[src/rtl/angle_pkg.sv]
// Shared constants and state encoding for the angle-sensor UART link (rx parser and tx sequencer).
package angle_pkg;

   localparam logic [7:0]  ANG_HEAD        = 8'hAA;
   localparam logic [7:0]  ANG_TAIL        = 8'h55;
   localparam int unsigned ANG_PAYLOAD_LEN = 6;

   // Command bytes issued by the transmit sequencer
   localparam logic [7:0]  ANG_CMD_SYNC    = 8'hA5;
   localparam logic [7:0]  ANG_CMD_QUERY   = 8'h51;
   localparam logic [7:0]  ANG_CMD_CAL     = 8'h52;
   localparam logic [7:0]  ANG_CMD_MODE    = 8'h54;

   typedef enum logic [1:0] {
      ST_IDLE,
      ST_PAYLOAD,
      ST_TAIL
   } ang_state_t;

endpackage

[src/rtl/frame_timeout.sv]
// Inter-byte watchdog: counts while enabled, clear has priority and suppresses the terminal pulse.
// tc is combinational and fires on the cycle the count would reach LIMIT.
module frame_timeout #(
   parameter int unsigned LIMIT = 104200
) (
   input  logic clk,
   input  logic rst_n,
   input  logic clr,
   input  logic en,
   output logic tc
);

   localparam int W = $clog2(LIMIT + 1);

   logic [W-1:0] cnt;

   assign tc = en && !clr && (cnt == W'(LIMIT - 1));

   always_ff @(posedge clk or negedge rst_n) begin
      if (!rst_n) begin
         cnt <= '0;
      end else if (clr || tc) begin
         cnt <= '0;
      end else if (en) begin
         cnt <= cnt + 1'b1;
      end
   end

endmodule

[src/rtl/angle_frame_rx.sv]
// Parses the 8-byte AA..55 angle reply into yaw/pitch/roll; outputs update one cycle after the tail strobe.
// No backpressure: every rx_done byte is consumed; stalled or malformed frames pulse frame_err.
module angle_frame_rx
   import angle_pkg::*;
#(
   parameter logic [7:0]  HEAD        = ANG_HEAD,
   parameter logic [7:0]  TAIL        = ANG_TAIL,
   parameter int unsigned PAYLOAD_LEN = ANG_PAYLOAD_LEN,
   parameter int unsigned TIMEOUT_CYC = 104200
) (
   input  logic               clk,
   input  logic               rst_n,
   input  logic               rx_done,
   input  logic [7:0]         rx_data,
   output logic signed [15:0] yaw,
   output logic signed [15:0] pitch,
   output logic signed [15:0] roll,
   output logic               frame_valid,
   output logic               frame_err,
   output logic [7:0]         frame_cnt,
   output logic               busy
);

   localparam logic [2:0] LAST_IDX = 3'(PAYLOAD_LEN - 1);

   ang_state_t state;
   logic [2:0] idx;
   logic [7:0] shadow [PAYLOAD_LEN];
   logic       to_clr;
   logic       to_tc;

   assign to_clr = rx_done || (state == ST_IDLE);
   assign busy   = (state != ST_IDLE);

   frame_timeout #(.LIMIT(TIMEOUT_CYC)) u_timeout (
      .clk   (clk),
      .rst_n (rst_n),
      .clr   (to_clr),
      .en    (busy),
      .tc    (to_tc)
   );

   always_ff @(posedge clk or negedge rst_n) begin
      if (!rst_n) begin
         state       <= ST_IDLE;
         idx         <= '0;
         yaw         <= '0;
         pitch       <= '0;
         roll        <= '0;
         frame_valid <= 1'b0;
         frame_err   <= 1'b0;
         frame_cnt   <= '0;
         for (int i = 0; i < int'(PAYLOAD_LEN); i++) shadow[i] <= '0;
      end else begin
         frame_valid <= 1'b0;
         frame_err   <= 1'b0;
         case (state)
            ST_IDLE: begin
               if (rx_done && rx_data == HEAD) begin
                  state <= ST_PAYLOAD;
                  idx   <= '0;
               end
            end
            ST_PAYLOAD: begin
               if (rx_done) begin
                  shadow[idx] <= rx_data;
                  idx         <= idx + 3'd1;
                  if (idx == LAST_IDX) state <= ST_TAIL;
               end else if (to_tc) begin
                  frame_err <= 1'b1;
                  state     <= ST_IDLE;
                  idx       <= '0;
               end
            end
            ST_TAIL: begin
               if (rx_done) begin
                  // A wrong tail byte is dropped outright, never re-used as a header
                  if (rx_data == TAIL) begin
                     yaw         <= {shadow[0], shadow[1]};
                     pitch       <= {shadow[2], shadow[3]};
                     roll        <= {shadow[4], shadow[5]};
                     frame_valid <= 1'b1;
                     frame_cnt   <= frame_cnt + 8'd1;
                  end else begin
                     frame_err <= 1'b1;
                  end
                  state <= ST_IDLE;
                  idx   <= '0;
               end else if (to_tc) begin
                  frame_err <= 1'b1;
                  state     <= ST_IDLE;
                  idx       <= '0;
               end
            end
            default: begin
               state <= ST_IDLE;
               idx   <= '0;
            end
         endcase
      end
   end

endmodule

[config.mk]
export PLATFORM = sky130hd
export DESIGN_NAME = angle_frame_rx
export DESIGN_NICKNAME = d
export VERILOG_FILES = /design/src/rtl/angle_pkg.sv /design/src/rtl/frame_timeout.sv /design/src/rtl/angle_frame_rx.sv
export SDC_FILE = /design/constraint.sdc
export NUM_CORES = 1
export LEC_CHECK = 0
export CORE_AREA = 2 2 108 100
export DETAILED_ROUTE_END_ITERATION = 10
export DIE_AREA = 0 0 110 102
export PLACE_DENSITY = 0.81
export REMOVE_ABC_BUFFERS = 1
export SLEW_MARGIN = 20
export SYNTH_ARGS = -nofsm -noshare
export SYNTH_HDL_FRONTEND = slang
export SYNTH_SLANG_ARGS = --single-unit
[constraint.sdc]
create_clock -name clk -period 4.3 [get_ports clk]
set_input_delay 0.645 -clock clk [delete_from_list [all_inputs] [get_ports clk]]
set_output_delay 0.645 -clock clk [all_outputs]
set_load 0.01 [all_outputs]
== Word level (Yosys, flattened, before mapping) ==
Cells that the tools add are included.
Widths: inputs -> output; s select.

* Bits in latches: 0
* Memories kept: 0
* Word-level logic and storage cells: 66
* Bits in writable memories: 0
* Input port bits: 11
* Flip-flop bits (word level): 128
* ROM bits: 0
* Output and inout port bits: 59

* Add/sub/neg operators: 3
* Bitwise gates (word level): 1
* Muxes and demuxes: 24
* Shift operators: 0
* Order comparisons: 2
* Reductions and logical operators: 13
* Divide/modulo/power cells: 0
* $mul: 0
* Equality and inequality tests: 8

{| class="wikitable"
|+ Operators by type and width
! cell !! count
|-
| $bwmux 48 || 1
|-
| $mux 17 || 2
|-
| $demux 8 s3 || 1
|-
| $add 17x1->17 const B || 1
|-
| $eq 17x17->1 const B || 1
|-
| $mux 3 || 4
|-
| $mux 2 || 5
|-
| $pmux 3 s3 || 1
|-
| $add 8x1->8 const B || 1
|-
| $eq 8x7->1 const B || 1
|-
| $eq 8x8->1 const B || 1
|-
| $mux 8 || 1
|-
| $mux 1 || 7
|-
| $pmux 2 s3 || 1
|-
| $ge 4x4->1 const B || 1
|-
| $logic_and 1x1->1 || 4
|-
| $lt 4x1->1 const B || 1
|-
| $not 3->4 || 1
|-
| $reduce_and 2->1 || 2
|-
| $reduce_bool 2->1 || 2
|-
| $add 3x1->3 const B || 1
|-
| $eq 3x3->1 const B || 1
|-
| $ne 3x3->1 const B || 1
|-
| $reduce_and 3->1 || 1
|-
| other kinds (7) || 8
|}

== Logic depth before layout (Yosys ltp) ==
* Depth after elaboration: 8
* Depth in mapped cells: 7
* Gate-level depth less buffers: 7

== Hierarchy ==
Synthesis repeated with hierarchy kept, for this count alone.

* Cell total of the unflattened synthesis: 389
* Area total of the unflattened synthesis: 5398.9 µm²

{| class="wikitable"
|+ By module, submodules not included
! module !! area each (µm²) !! times used !! cells an instance
|-
| angle_frame_rx || 4493.1 || 1 || 298
|-
| frame_timeout || 905.9 || 1 || 91
|}

== Worst setup path before layout ==
OpenSTA, ideal clock, no wires.

* Path kind: input-to-reg
* From: input port rx_data[6]
* To: register state[1]
* Setup slack: 2.434 ns
* Buffers on the path: 0
* Setup time: 0.122 ns
* Required time: 4.178 ns
* Arrival time: 1.745 ns
* Stages: 5
* Cell sequence: nand4bb_1 -> o41ai_4 -> nand2_2 -> o21bai_1 -> a32o_1

* Longest elaborated chain between the ends: 4

{| class="wikitable"
|+ Ends and longest elaborated chain
! item !! line !! source
|-
| start, declared || angle_frame_rx.sv:14 || <nowiki>input logic [7:0] rx_data,</nowiki>
|-
| $eq 8x8->1 || angle_frame_rx.sv:59 || <nowiki>if (rx_done && rx_data == HEAD) begin</nowiki>
|-
| $logic_and 1x1->1 || angle_frame_rx.sv:59 ||
|-
| $ne 2x1->1 (no source line) || -- ||
|-
| $reduce_and 2->1 (no source line) || -- ||
|-
| end signal, assigned || angle_frame_rx.sv:60 || <nowiki>state <= ST_PAYLOAD;</nowiki>
|-
| end signal, assigned || angle_frame_rx.sv:68 || <nowiki>if (idx == LAST_IDX) state <= ST_TAIL;</nowiki>
|-
| end signal, assigned || angle_frame_rx.sv:71 || <nowiki>state <= ST_IDLE;</nowiki>
|-
| end, declared || angle_frame_rx.sv:26 || <nowiki>ang_state_t state;</nowiki>
|}

No other way between the ends.
A chain may end at the register's enable or synchronous reset.

== Worst setup path after layout ==
* From: register state[0]
* To: output port busy

* Longest elaborated chain between the ends: 1

{| class="wikitable"
|+ Ends and longest elaborated chain
! item !! line !! source
|-
| start signal, assigned || angle_frame_rx.sv:45 || <nowiki>state <= ST_IDLE;</nowiki>
|-
| start signal, assigned || angle_frame_rx.sv:60 ||
|-
| start signal, assigned || angle_frame_rx.sv:68 ||
|-
| $reduce_bool 2->1 || angle_frame_rx.sv:33 || <nowiki>assign busy = (state != ST_IDLE);</nowiki>
|-
| end, declared || angle_frame_rx.sv:21 || <nowiki>output logic busy</nowiki>
|}

No other way between the ends.

==> impl_metrics.yaml <==
final_layout:
  final_core_util_pct: 67.3
  regArea_mm2: 0.00320
  nets: 571
  n_antenna_cell: 0
  multi_input_area_mm2: 0.00201
  fill_cells: 745
  layout-drive-gt1-share_pct: 15.4
  area_delta_synth_final_pct: 26.7
clocking:
  cts_repair_resize_count: 0
  cts_hold_buf: 0
  cts_made_buffers: 17
  clock-sinks: 128
  insertion_delay_ns: 0.52
  cts_tree: "done"
  clk_pin_slew_ns: 0.06
  cts_root_buf: "clkbuf_8"
  cts_max_path_buffers: 2
  cts_setup_buffers: 0
  h-tree-depth: 4
worst_setup_path:
  worstSetupEndpointType: "output port"
  crit_type: "reg -> out"
  critPathMaxFanout: 5
  cp.required_ns: 3.65
  crit_arrival_ns: 1.90
  cp-start-kind: "register"
floorplan:
  rows: 35
  core_area_mm2: 0.0100
  die-area_mm2: 0.0112
  io_pins: 70
  start_util_pct: 53.1
  die_w_um: 110
  dieHeight_um: 102
synth:
  syn_inst: 477
  synth_cell_type_count: 42
  yosysTopAreaCell: "dfrtp_1"
  synth_area_leaders: "dfrtp_1, nand2_1, mux2_2, nor2_1, ha_1"
  async_flop_share_pct: 100
  synth-edff-count: 0
  syn_avg_cell_area_um2: 11.2
  netlist_area_mm2: 0.00533
  yosysWarnings: 0
  synth_top_area_share_pct: 60.1
  ys_seq_area_share_pct: 60.1
  synth_ff_type: "dfrtp_1"
  ys_seq_elements: 128
power_and_ir_drop:
  cellLeakagePower_nw: 3.31
  power_density_mw_per_mm2: 495
  max-vdd-ir-drop_mv: 0.281
  clockPowerShare_pct: 44.0
  comb_power_share_pct: 13.5
  seqPwrFrac_pct: 42.5
  p_switching_mw: 0.878
  switching_share_pct: 26.3
  fin_total_pwr_mw: 3.34
  internal-power_mw: 2.46
detailed_routing:
  initialDrtViolationCount: 249
  ant_nets: 0
  vias: 3782
  viasPerCell: 5.45
  first_pass_iters: 5
  wire_per_inst_um: 17.5
  totalWireLength_um: 12100
  route.detailed.drc: 0
global_route:
  grt_pass1_vias: 4028
  use_met1_pct: 32.2
  grt_usage_pct: 24.0
  grt_max_degree: 68
  use_met3_pct: 6.51
  grt.overflow.total: 0
  grt_pass1_wl_um: 20200
  busiest_layer: "met2"
  grt_use_met2_pct: 37.6
  grt_antenna_before_repair: 0
sta:
  slew_violations: 0
  max_slew_margin_pct: 47.8
  min_period_over_period_pct: 59.3
  min_period_ns: 2.55
  finClkSkew_ns: 0.00866
  finalHoldViolCount: 0
  setup_ws_ns: 1.75
  max_freq_mhz: 392
  rsz0062_at_grt: "false"
  fin_setup_tns_ns: 0
  setup_viol: 0
  worst-slew-pin-transition_ns: 0.783
placed_design:
  dp_hpwl_um: 7250
  port_buffers: 69
  gp_congestion: 0.831
  dp_slack_ns: 1.40
status:
  status: "finished clean"
hold_path:
  hold_class: "in -> async"
run:
  drv_cap: 0
## path summary, 6_finish.rpt
check | from | to | slack (ns) | cells after the start
setup / recovery | state[0]$_DFFE_PN0P_ | busy | 1.75 | 4
hold / removal | rst_n | idx[1]$_DFFE_PN0P_ | 0.20 | 1
setup reg to reg | state[1]$_DFFE_PN0P_ | shadow[16]$_DFFE_PN0P_ | 2.05 | 6
hold reg to reg | shadow[2]$_DFFE_PN0P_ | roll[2]$_DFFE_PN0P_ | 0.46 | 2
max in group asynchronous | rst_n | roll[4]$_DFFE_PN0P_ | 3.29 | 2
min in group clk | shadow[2]$_DFFE_PN0P_ | roll[2]$_DFFE_PN0P_ | 0.46 | 2
## layer usage
metal,vias up,wire (um)
met5,-,0
met4,0,256
met3,25,719
met2,136,5880
met1,1899,5280
li1,1722,-
## cell usage after synthesis (5+ instances only)
master and count:
nand3_1 11, ha_1 8, dfrtp_1 128, mux2_1 8, mux2_2 40, nand4_1 7
nand2_1 160, xor2_1 11, clkbuf_1 5, nor2_1 29, inv_1 7, buf_2 10
xnor2_1 11
## worst max-delay path, stage by stage, from the launching register on
cell             delay, ns
dfrtp_1               0.41
inv_1                 0.08
ha_1                  0.29
inv_1                 0.08
clkdlybuf4s50_1       0.53
## per-stage QoR
stage,instance area (um^2),cells,hold WS [ns]
after floorplan,5250,461,0.349
after global placement,6130,662,0.442
after detailed placement,6130,662,0.446
after CTS,6750,694,0.231
after global routing,6750,694,0.278
final,6750,694,0.204
## placed cells by master, fill, tap and decap left out, types with 8 or more instances in the layout
master,Yosys,final
nand2_1,160,160
xnor2_1,11,11
mux2_2,40,40
nor2_1,29,29
mux2_1,8,8
dfrtp_1,128,128
xor2_1,11,11
ha_1,8,8
clkbuf_16,0,16
nand3_1,11,11
clkdlybuf4s50_1,0,68
## cells by family (layout without fill, tap and decap cells)
| group | after synthesis | after routing | synth area share [%] |
|---|---|---|---|
| buffers and inverters | 25 | 113 | 2.07 |
| and+or+nand+nor | 231 | 231 | 19.7 |
| DFF | 128 | 128 | 60.1 |
| AOI/OAI and AO/OA | 14 | 14 | 2.23 |
| muxes | 49 | 49 | 10.3 |
| xor gates and xnor gates | 22 | 22 | 3.62 |
| adders and majority gates | 8 | 8 | 1.88 |
## power by group through the flow
| stage | clock network [mW] | registers (mW) | logic, mW |
|---|---|---|---|
| global placement | 0 | 1.42 | 0.420 |
| CTS | 1.48 | 1.41 | 0.451 |
| global route | 1.54 | 1.43 | 0.498 |
| floorplan | 0 | 1.40 | 0.311 |
| detailed placement | 0 | 1.43 | 0.439 |
| finish | 1.47 | 1.42 | 0.451 |
## sequential cells by signal, summed over array words and instances (netlist names)
| register | cells |
|---|---|
| idx | 3 |
| frame_valid | 1 |
| pitch | 16 |
| shadow | 48 |
| frame_err | 1 |
| frame_cnt | 8 |
| state | 2 |
| roll | 16 |
| yaw | 16 |
| u_timeout.cnt | 17 |
## layout make-up
type | instances | share of cell area, %
well taps | 129 | 2.39
clock buffers | 21 | 6.81
repair buffers | 72 | 10.7
flip-flops and latches | 128 | 47.5
clock inverters | 11 | 2.26
multi-input cells | 324 | 29.8
inverters | 9 | 0.501
Note: power is estimated with default switching activity, not from simulation.
